===== config.mk =====
export PLATFORM = sky130hd
export DESIGN_NAME = seq_divider
export DESIGN_NICKNAME = d
export VERILOG_FILES = /design/src/rtl/seq_divider_pkg.sv /design/src/rtl/seq_divider_adder.sv /design/src/rtl/seq_divider.sv
export SDC_FILE = /design/constraint.sdc
export NUM_CORES = 1
export LEC_CHECK = 0
export BUFFER_PORTS_ARGS = -buffer_cell sky130_fd_sc_hd__buf_4
export CAP_MARGIN = 20
export CELL_PAD_IN_SITES_DETAIL_PLACEMENT = 1
export CELL_PAD_IN_SITES_GLOBAL_PLACEMENT = 1
export CORE_UTILIZATION = 41
export DETAILED_ROUTE_END_ITERATION = 12
export PLACE_DENSITY_LB_ADDON = 0.1
export SLEW_MARGIN = 20
export SYNTH_ARGS = -nofsm -noshare
export SYNTH_HDL_FRONTEND = slang
export SYNTH_SLANG_ARGS = --single-unit

===== constraint.sdc =====
create_clock -name clk -period 3.6 [get_ports clk]
set_clock_uncertainty 0.15 [all_clocks]
set_input_delay 0.54 -clock clk [delete_from_list [all_inputs] [get_ports clk]]
set_output_delay 0.54 -clock clk [all_outputs]
set_load 0.005 [all_outputs]

===== src/rtl/seq_divider_pkg.sv =====
// Shared definitions for the iterative restoring divider: state encoding,
// default operand width and iteration-counter width.
package seq_divider_pkg;

  localparam int DEFAULT_DATA_LEN = 32;
  localparam int CNT_W            = $clog2(DEFAULT_DATA_LEN);

  typedef enum logic [1:0] {
    IDLE = 2'd0,
    BUSY = 2'd1,
    FIX  = 2'd2,
    DONE = 2'd3
  } state_t;

endpackage


===== src/rtl/seq_divider_adder.sv =====
// Shared ripple adder used by the execute stage: Sum = A + B + Cin with
// carry-out, zero and signed-overflow flags.
module Adder #(
  parameter int WIDTH = 33
) (
  input  logic [WIDTH-1:0] A,
  input  logic [WIDTH-1:0] B,
  input  logic             Cin,
  output logic [WIDTH-1:0] Sum,
  output logic             Carry,
  output logic             Zero,
  output logic             Overflow
);

  logic [WIDTH:0] full;

  // Full-width add so the carry-out falls out as the top bit.
  always_comb begin
    full     = {1'b0, A} + {1'b0, B} + {{WIDTH{1'b0}}, Cin};
    Sum      = full[WIDTH-1:0];
    Carry    = full[WIDTH];
    Zero     = (full[WIDTH-1:0] == '0);
    Overflow = (A[WIDTH-1] == B[WIDTH-1]) && (full[WIDTH-1] != A[WIDTH-1]);
  end

endmodule


===== src/rtl/seq_divider.sv =====
// Iterative restoring divider, one quotient bit per cycle through a shared
// Adder. Define SEQ_DIVIDER_SIGNED_EN to honour is_signed (abs/negate logic);
// without it every request is treated as unsigned and FIX is a pass-through.
module seq_divider
  import seq_divider_pkg::*;
#(
  parameter int DATA_LEN = DEFAULT_DATA_LEN
) (
  input  logic                clk,
  input  logic                rst,
  input  logic                in_valid,
  output logic                in_ready,
  input  logic                is_signed,
  input  logic [DATA_LEN-1:0] dividend,
  input  logic [DATA_LEN-1:0] divisor,
  output logic                out_valid,
  input  logic                out_ready,
  output logic [DATA_LEN-1:0] quotient,
  output logic [DATA_LEN-1:0] remainder,
  output logic                div_zero
);

  localparam int CW = $clog2(DATA_LEN);

  state_t              state, state_next;
  logic [DATA_LEN-1:0] q_reg, rem_reg, dvsr_reg;
  logic [CW-1:0]       cnt;
  logic                dz_reg;
  logic                accept, last_iter;
  logic [DATA_LEN-1:0] dvd_mag, dvs_mag;
  logic [DATA_LEN:0]   trial;
  logic                no_borrow, adder_zero, adder_ovf;
  logic [2:0]          unused_adder;

  assign accept    = (state == IDLE) && in_valid;
  assign last_iter = (cnt == CW'(DATA_LEN - 1));

  // Trial subtraction {rem, q_msb} - {0, divisor} as A + ~B + 1; carry set
  // means no borrow, i.e. the divisor fits and the quotient bit is 1.
  Adder #(.WIDTH(DATA_LEN + 1)) u_adder (
    .A        ({rem_reg, q_reg[DATA_LEN-1]}),
    .B        (~{1'b0, dvsr_reg}),
    .Cin      (1'b1),
    .Sum      (trial),
    .Carry    (no_borrow),
    .Zero     (adder_zero),
    .Overflow (adder_ovf)
  );

  // The trial MSB is always zero when it is kept, so only the low bits matter.
  assign unused_adder = {trial[DATA_LEN], adder_zero, adder_ovf};

`ifdef SEQ_DIVIDER_SIGNED_EN
  logic dvd_neg, dvs_neg, neg_q, neg_r;
  assign dvd_neg = is_signed & dividend[DATA_LEN-1];
  assign dvs_neg = is_signed & divisor[DATA_LEN-1];
  assign dvd_mag = dvd_neg ? -dividend : dividend;
  assign dvs_mag = dvs_neg ? -divisor  : divisor;
`else
  logic unused_signed;
  assign unused_signed = is_signed;
  assign dvd_mag       = dividend;
  assign dvs_mag       = divisor;
`endif

  // State register.
  always_ff @(posedge clk) begin
    // NOTE: sequential state uses non-blocking assignments so every register
    // samples pre-edge values regardless of statement order.
    if (rst) state <= IDLE;
    else     state <= state_next;
  end

  // Next-state and handshake outputs.
  always_comb begin
    // NOTE: every output of this block gets a default first so no path can
    // leave it unassigned and infer a latch.
    state_next = state;
    in_ready   = 1'b0;
    out_valid  = 1'b0;
    unique case (state)
      IDLE: begin
        in_ready = 1'b1;
        if (in_valid) state_next = (divisor == '0) ? DONE : BUSY;
      end
      BUSY: if (last_iter) state_next = FIX;
      FIX:  state_next = DONE;
      DONE: begin
        out_valid = 1'b1;
        if (out_ready) state_next = IDLE;
      end
      default: state_next = IDLE;
    endcase
  end

  // Datapath: operand capture, shift/subtract iterations and sign fix-up.
  always_ff @(posedge clk) begin
    if (rst) begin
      q_reg    <= '0;
      rem_reg  <= '0;
      dvsr_reg <= '0;
      cnt      <= '0;
      dz_reg   <= 1'b0;
`ifdef SEQ_DIVIDER_SIGNED_EN
      neg_q    <= 1'b0;
      neg_r    <= 1'b0;
`endif
    end else begin
      unique case (state)
        IDLE: if (accept) begin
          cnt      <= '0;
          dvsr_reg <= dvs_mag;
`ifdef SEQ_DIVIDER_SIGNED_EN
          neg_q    <= dvd_neg ^ dvs_neg;
          neg_r    <= dvd_neg;
`endif
          if (divisor == '0) begin
            q_reg   <= '1;
            rem_reg <= dividend;
            dz_reg  <= 1'b1;
          end else begin
            q_reg   <= dvd_mag;
            rem_reg <= '0;
            dz_reg  <= 1'b0;
          end
        end
        BUSY: begin
          rem_reg <= no_borrow ? trial[DATA_LEN-1:0]
                               : {rem_reg[DATA_LEN-2:0], q_reg[DATA_LEN-1]};
          q_reg   <= {q_reg[DATA_LEN-2:0], no_borrow};
          cnt     <= cnt + 1'b1;
        end
        FIX: begin
`ifdef SEQ_DIVIDER_SIGNED_EN
          if (neg_q) q_reg   <= -q_reg;
          if (neg_r) rem_reg <= -rem_reg;
`endif
        end
        default: ;
      endcase
    end
  end

  assign quotient  = q_reg;
  assign remainder = rem_reg;
  assign div_zero  = dz_reg;

endmodule


==> flow_summary.yaml, run 1 <==
critical_path:
  critPathLaunchType: "flop"
  cp.required_ns: 3.69
  rr_endpoint: "remainder[30]"
  r2r_slack_ns: 0.30
  crit_chain: "inv_1, ha_1, inv_1, fa_1, a211o_1, a211oi_1, o21ai_1, a31oi_1, a221oi_1, a41oi_1, mux2i_1, nor2_1"
  crit_path_end_kind: "flop"
  crit_family: "compound AO/OA/AOI/OAI gates"
  worstReg2RegStart: "quotient[31]"
  r2r_cells: 12
  worstPathArrival_ns: 3.40
  crit_buf_inv: 2
  path_class: "reg -> reg"
  cp_max_fo: 4
  cp_slowest_cell: "a211oi_1"
  cpMostUsedCell: "inv_1"
  critical-path-max-stage-delay_ns: 0.42
drt:
  wl_per_cell_um: 19.0
  route.detailed.drc: 0
  drt_iter0_drc: 352
  firstDrtPassIters: 5
  postRouteAntennaNets: 0
  vias: 7064
  drt_wl_total_mm: 23.1
  vias_per_cell: 5.80
timing:
  setup_viol_count_final: 0
  fin_tns_setup_ns: 0
  rsz0062_at_grt: "no"
  fin_crit_ns: 3.30
  fin_crit_sh: 0.918
  tightest_slew_ns: 0.811
  report.final.hold_viol_count: 0
  worst_hold_slack_ns: 0.283
  max-slew-margin-rel: 0.459
  fmaxAchievable_mhz: 303
  slew_viol_final: 0
global_routing:
  top_usage_layer: "met2"
  grt_max_degree: 64
  gr-usage-met3: 0.0319
  use_met1: 0.401
  grt_pass1_wl_mm: 37.8
  grt_use_total: 0.272
  grt-ovfl-total: 0
  antenna_found_initial: 0
  grt_pass1_vias: 6994
  use_met2: 0.414
placement:
  placed_cell_area_mm2: 0.00816
  dp_hpwl_mm: 17.5
  port_buffers: 134
  gp_congestion: 0.883
  post-place-cells: 1202
flow_run:
  cap_violations: 0
logic_synthesis:
  synth.yosys.seq_area_share: 0.301
  synth_edf_count: 0
  ys_types: 67
  synth_adder_area_share: 0.0716
  yosysTopAreaCell: "dfxtp_1"
  yosys.area_share.simple: 0.191
  synth-xor-area-share: 0.0203
  synth.avg_cell_area_um2: 7.81
  ys_ff_latch: 104
  synth-compound-area-share: 0.306
  netlist.area_leader.share: 0.301
  synth_flop_cell: "dfxtp_1"
  yosysWarnings: 0
  synthMuxAreaShare: 0.0449
  syn_area_mm2: 0.00692
  synth-async-reset-ratio: 0
  synth_area_leaders: "dfxtp_1 30%, a21oi_1 7.8%, ha_1 6.9%"
  syn-num-nets: 993
  synth_top_family_by_area: "compound AO/OA/AOI/OAI gates"
  synthCells: 885
power_and_ir_drop:
  power.switching_mw: 4.94
  p_int_mw: 5.00
  seqPwrFrac: 0.195
  p_leak_nw: 3.49
  p_per_area_mw_per_mm2: 1170
  ir_worst_vdd_v: 0.000454
  power_frac_clock: 0.110
  p_comb_frac: 0.695
  p_sw_frac: 0.497
outcome:
  status: "completed"
layout:
  antenna_cells: 0
  register_area_mm2: 0.00208
  final_area_mm2: 0.00849
  synthToLayoutAreaGrowth_pct: 22.7
  final_nets: 1101
  fin_cells: 1218
  drive_gt1_frac: 0.203
  n_fill_cell: 2063
  multi_input_area_mm2: 0.00442
die:
  die_x_um: 132
  rows: 47
  io_pins: 136
  die-area_mm2: 0.0174
  core_mm2: 0.0165
  die_h_um: 132
  initial_core_util: 0.418
clocking:
  htreeDepth: 3
  clk_root_buffer_cell: "clkbuf_16"
  cts.sinks: 104
  clk_latency_ns: 0.35
  post-cts-setup-buffers: 0
  cts_hold_buf: 0
  cts_buffers: 9
  cts_resized: 0
  clock_path_buffers: 2
  path_clk_slew_ns: 0.07
  cts_tree: "yes"
min_path:
  whs_path_depth: 3
  hold_class: "in -> reg"
  worstHoldStart: "divisor[25]"
  hold_end: "dvsr_reg[25]"
-- cell usage in the layout (no fill, tap or decap), types with 6 or more instances in the layout --
cell type,count
o21ai_1,26
a31oi_1,15
nand3_1,9
nor3_1,24
o21ai_0,8
clkbuf_16,9
and2_1,6
a21o_1,18
nor4_1,9
nor3_2,9
or3_1,8
a211oi_1,19
a311oi_1,30
ha_1,37
a221oi_2,9
nor2_1,70
nand2b_1,9
buf_4,156
dfxtp_1,104
xnor2_1,8
inv_1,52
xor2_1,8
a2111oi_0,8
o211ai_1,12
a21oi_1,108
and3_1,10
nor2b_1,11
mux2i_1,31
nand2_1,95
-- per-layer routing --
layer / vias to the layer above / routed length, µm
li1: 3451 / -
met2: 158 / 9830
met3: 17 / 933
met1: 3438 / 12100
met4: 0 / 273
met5: - / 0
-- worst max-delay path by stage --
stage	from	to	slack, ns	depth (start not counted)
5_1_grt	quotient[31]	remainder[30]	0.12	12
4_1_cts	quotient[31]	remainder[30]	0.31	12
6_report	quotient[31]	remainder[30]	0.30	12
3_3_place_gp	quotient[31]	remainder[30]	0.36	12
3_5_place_dp	quotient[31]	remainder[30]	0.34	12
2_1_floorplan	quotient[31]	remainder[30]	0.81	12
-- area by class of cell --
cell class                      count  area share
Multi-Input combinational cell    669       0.521
Inverter                           52      0.0230
Tap cell                          220      0.0324
Clock inverter                      4     0.00914
Timing Repair Buffer              157       0.140
Clock buffer                       12      0.0290
Sequential cell                   104       0.245
-- cell families (layout without fill, tap and decap cells) --
kind of cell	count (synthesis)	count (layout)
and+or+nand+nor	275	275
AOI/OAI and AO/OA	308	308
buffers and inverters	112	225
xor gates and xnor gates	16	16
DFF	104	104
muxes	31	31
adders and majority gates	39	39
-- power groups by stage --
stage / Clock [mW] / Sequential [mW] / Combinational, mW
after floorplan: 0 / 1.83 / 4.78
after global placement: 0 / 1.94 / 6.69
after detailed placement: 0 / 1.95 / 6.85
after CTS: 1.12 / 1.93 / 6.88
after global routing: 1.16 / 1.98 / 7.60
final: 1.09 / 1.94 / 6.90
-- worst min-delay path, delay by kind of cell --
kind	cells	cell delay [ns]
AOI/OAI and AO/OA	1	0.05
buffers and inverters	1	0.11
and+or+nand+nor	1	0.05
-- synth_stat cells (3+ instances only) --
cell type,instances
a21oi_1,108
dfxtp_1,104
nand2_1,95
nor2_1,70
inv_1,52
clkbuf_1,43
ha_1,38
mux2i_1,31
a311oi_1,30
o21ai_1,28
nor3_1,24
a211oi_1,19
a21o_1,18
a31oi_1,15
o211ai_1,12
nor2b_1,11
and3_1,10
a221oi_2,9
buf_2,9
nand2b_1,9
nand3_1,9
nor3_2,9
nor4_1,9
a2111oi_0,8
o21ai_0,8
or3_1,8
xnor2_1,8
xor2_1,8
and2_1,6
buf_1,6
a21boi_0,5
a221oi_1,5
o21a_1,5
a211o_1,4
a22oi_1,4
o21bai_1,4
o22ai_1,4
nand4_1,3
o31ai_1,3
-- per-stage QoR --
step	worst slack, ns	util	total power [mW]
floorplan	0.812	-	6.61
global placement	0.360	0.494	8.63
detailed placement	0.336	0.494	8.80
CTS	0.313	0.514	9.93
global route	0.119	0.514	10.7
finish	0.296	0.514	9.93
(Power assumes the default switching activity.)
==> run 2, diff against run 1 <==
--- a/config.mk
+++ b/config.mk
@@ -9,10 +9,11 @@
 export CAP_MARGIN = 20
 export CELL_PAD_IN_SITES_DETAIL_PLACEMENT = 1
 export CELL_PAD_IN_SITES_GLOBAL_PLACEMENT = 1
-export CORE_UTILIZATION = 41
+export CORE_UTILIZATION = 42
 export DETAILED_ROUTE_END_ITERATION = 12
 export PLACE_DENSITY_LB_ADDON = 0.1
 export SLEW_MARGIN = 20
 export SYNTH_ARGS = -nofsm -noshare
 export SYNTH_HDL_FRONTEND = slang
+export SYNTH_HIERARCHICAL = 1
 export SYNTH_SLANG_ARGS = --single-unit
==> flow_summary.yaml, run 2 <==
timing:
  fin_crit_ns: 3.54
  max-slew-margin-rel: 0.165
  rsz0062_at_grt: "yes"
  tightest_slew_ns: 1.25
  fin_crit_sh: 0.983
  report.final.hold_viol_count: 0
  worst_hold_slack_ns: 0.279
  slew_viol_final: 0
  fmaxAchievable_mhz: 283
  setup_viol_count_final: 0
critical_path:
  cp.required_ns: 3.68
  crit_path_end_kind: "flop"
  worstPathArrival_ns: 3.62
  r2r_slack_ns: 0.06
  critPathLaunchType: "flop"
  path_class: "reg -> reg"
  cp_max_fo: 11
die:
  initial_core_util: 0.431
  die_x_um: 135
  rows: 48
  die_h_um: 135
  die-area_mm2: 0.0183
  core_mm2: 0.0173
  io_pins: 136
clocking:
  cts_buffers: 9
  cts.sinks: 104
  path_clk_slew_ns: 0.07
  clk_latency_ns: 0.37
  htreeDepth: 3
  clock_path_buffers: 2
  clk_root_buffer_cell: "clkbuf_16"
  cts_tree: "yes"
layout:
  final_common_cell: "buf_4"
  antenna_cells: 0
  final_nets: 1192
  drive_gt1_frac: 0.330
  synthToLayoutAreaGrowth_pct: 27.5
  n_fill_cell: 2128
  final_cell_mix: "214 x buf_4, 104 x dfxtp_1, 97 x nand2_1"
drt:
  wl_per_cell_um: 18.8
  postRouteAntennaNets: 0
  route.detailed.drc: 0
  vias_per_cell: 5.59
  drt_iter0_drc: 299
  drt_wl_total_mm: 24.7
  firstDrtPassIters: 4
  vias: 7333
outcome:
  status: "completed"
global_routing:
  grt_pass1_wl_mm: 38.7
  grt_max_degree: 69
  antenna_found_initial: 0
  grt_pass1_vias: 7435
  grt-ovfl-total: 0
  grt_use_total: 0.272
logic_synthesis:
  synth.avg_cell_area_um2: 8.11
  syn_area_mm2: 0.00746
  synthCells: 919
  yosysWarnings: 6
power_and_ir_drop:
  p_per_area_mw_per_mm2: 1140
  power_mw: 10.8
  p_leak_nw: 4.05
  ir_worst_vdd_v: 0.000497
placement:
  dp_hpwl_mm: 18.0
  gp_congestion: 0.911
  port_buffers: 134
min_path:
  hold_class: "in -> reg"
flow_run:
  cap_violations: 0
-- run 2: layer usage --
metal | up-vias | track usage | part of all wire
li1 | 3573 | - | -
met1 | 3610 | 0.330 | 0.43
met2 | 118 | 0.486 | 0.51
met3 | 32 | 0.0385 | 0.032
met4 | 0 | 0.0993 | 0.027
met5 | - | 0 | 0
-- run 2: final timing paths --
kind	from	endpoint	depth (start not counted)
worst min register to register	dvsr_reg[26]	dvsr_reg[26]	2
worst min-delay path	divisor[26]	dvsr_reg[26]	3
worst max-delay path	quotient[31]	remainder[27]	17
worst max register to register	quotient[31]	remainder[27]	17
-- run 2: what timing repair did --
item / 4_1_cts / 5_1_grt
cloned: 1 / 0
endpoints found under the setup margin: 32 / 32
hold buffers: 0 / 0
pin swaps: 4 / 4
setup buffers: 1 / 2
resized for setup: 14 / 17
-- run 2: power by group --
part | switching (mW) | total, mW | internal [mW]
clock network | 0.495 | 1.06 | 0.565
logic | 4.12 | 7.91 | 3.79
registers | 0.300 | 1.83 | 1.53
-- run 2: metrics by stage --
step	utilization	instances	TNS, ns	instance area, µm²	setup WS, ns
2_1_floorplan	-	920	0	7460	0.186
3_3_place_gp	0.521	1292	-0.136	9010	-0.0621
3_5_place_dp	0.521	1292	-2.15	9010	-0.109
4_1_cts	0.545	1310	0	9420	0.00422
5_1_grt	0.550	1312	-0.809	9510	-0.0808
6_report	0.550	1312	0	9510	0.0607
-- run 2: layout make-up --
class	count	area (µm²)	share of cell area
well taps	225	282	0.0296
clock buffers	11	243	0.0255
inverters	81	304	0.0320
repair buffers	218	1690	0.178
clock inverters	5	62.6	0.00658
multi-input cells	668	4840	0.510
flip-flops and latches	104	2080	0.219
-- run 2: critical path, cell delays in order (launching register included) --
cell and delay (ns):
dfxtp_1 0.35, inv_1 0.07, fa_2 0.41, nand2b_1 0.19, a21oi_2 0.22, o2111ai_4 0.19
a21oi_2 0.15, buf_4 0.15, o31ai_4 0.08, a21oi_2 0.16, o21ai_1 0.08, nand2b_1 0.10
nand3_1 0.10, nand2_2 0.12, bufbuf_16 0.30, mux2_2 0.34, a21oi_1 0.18, a211oi_2 0.09
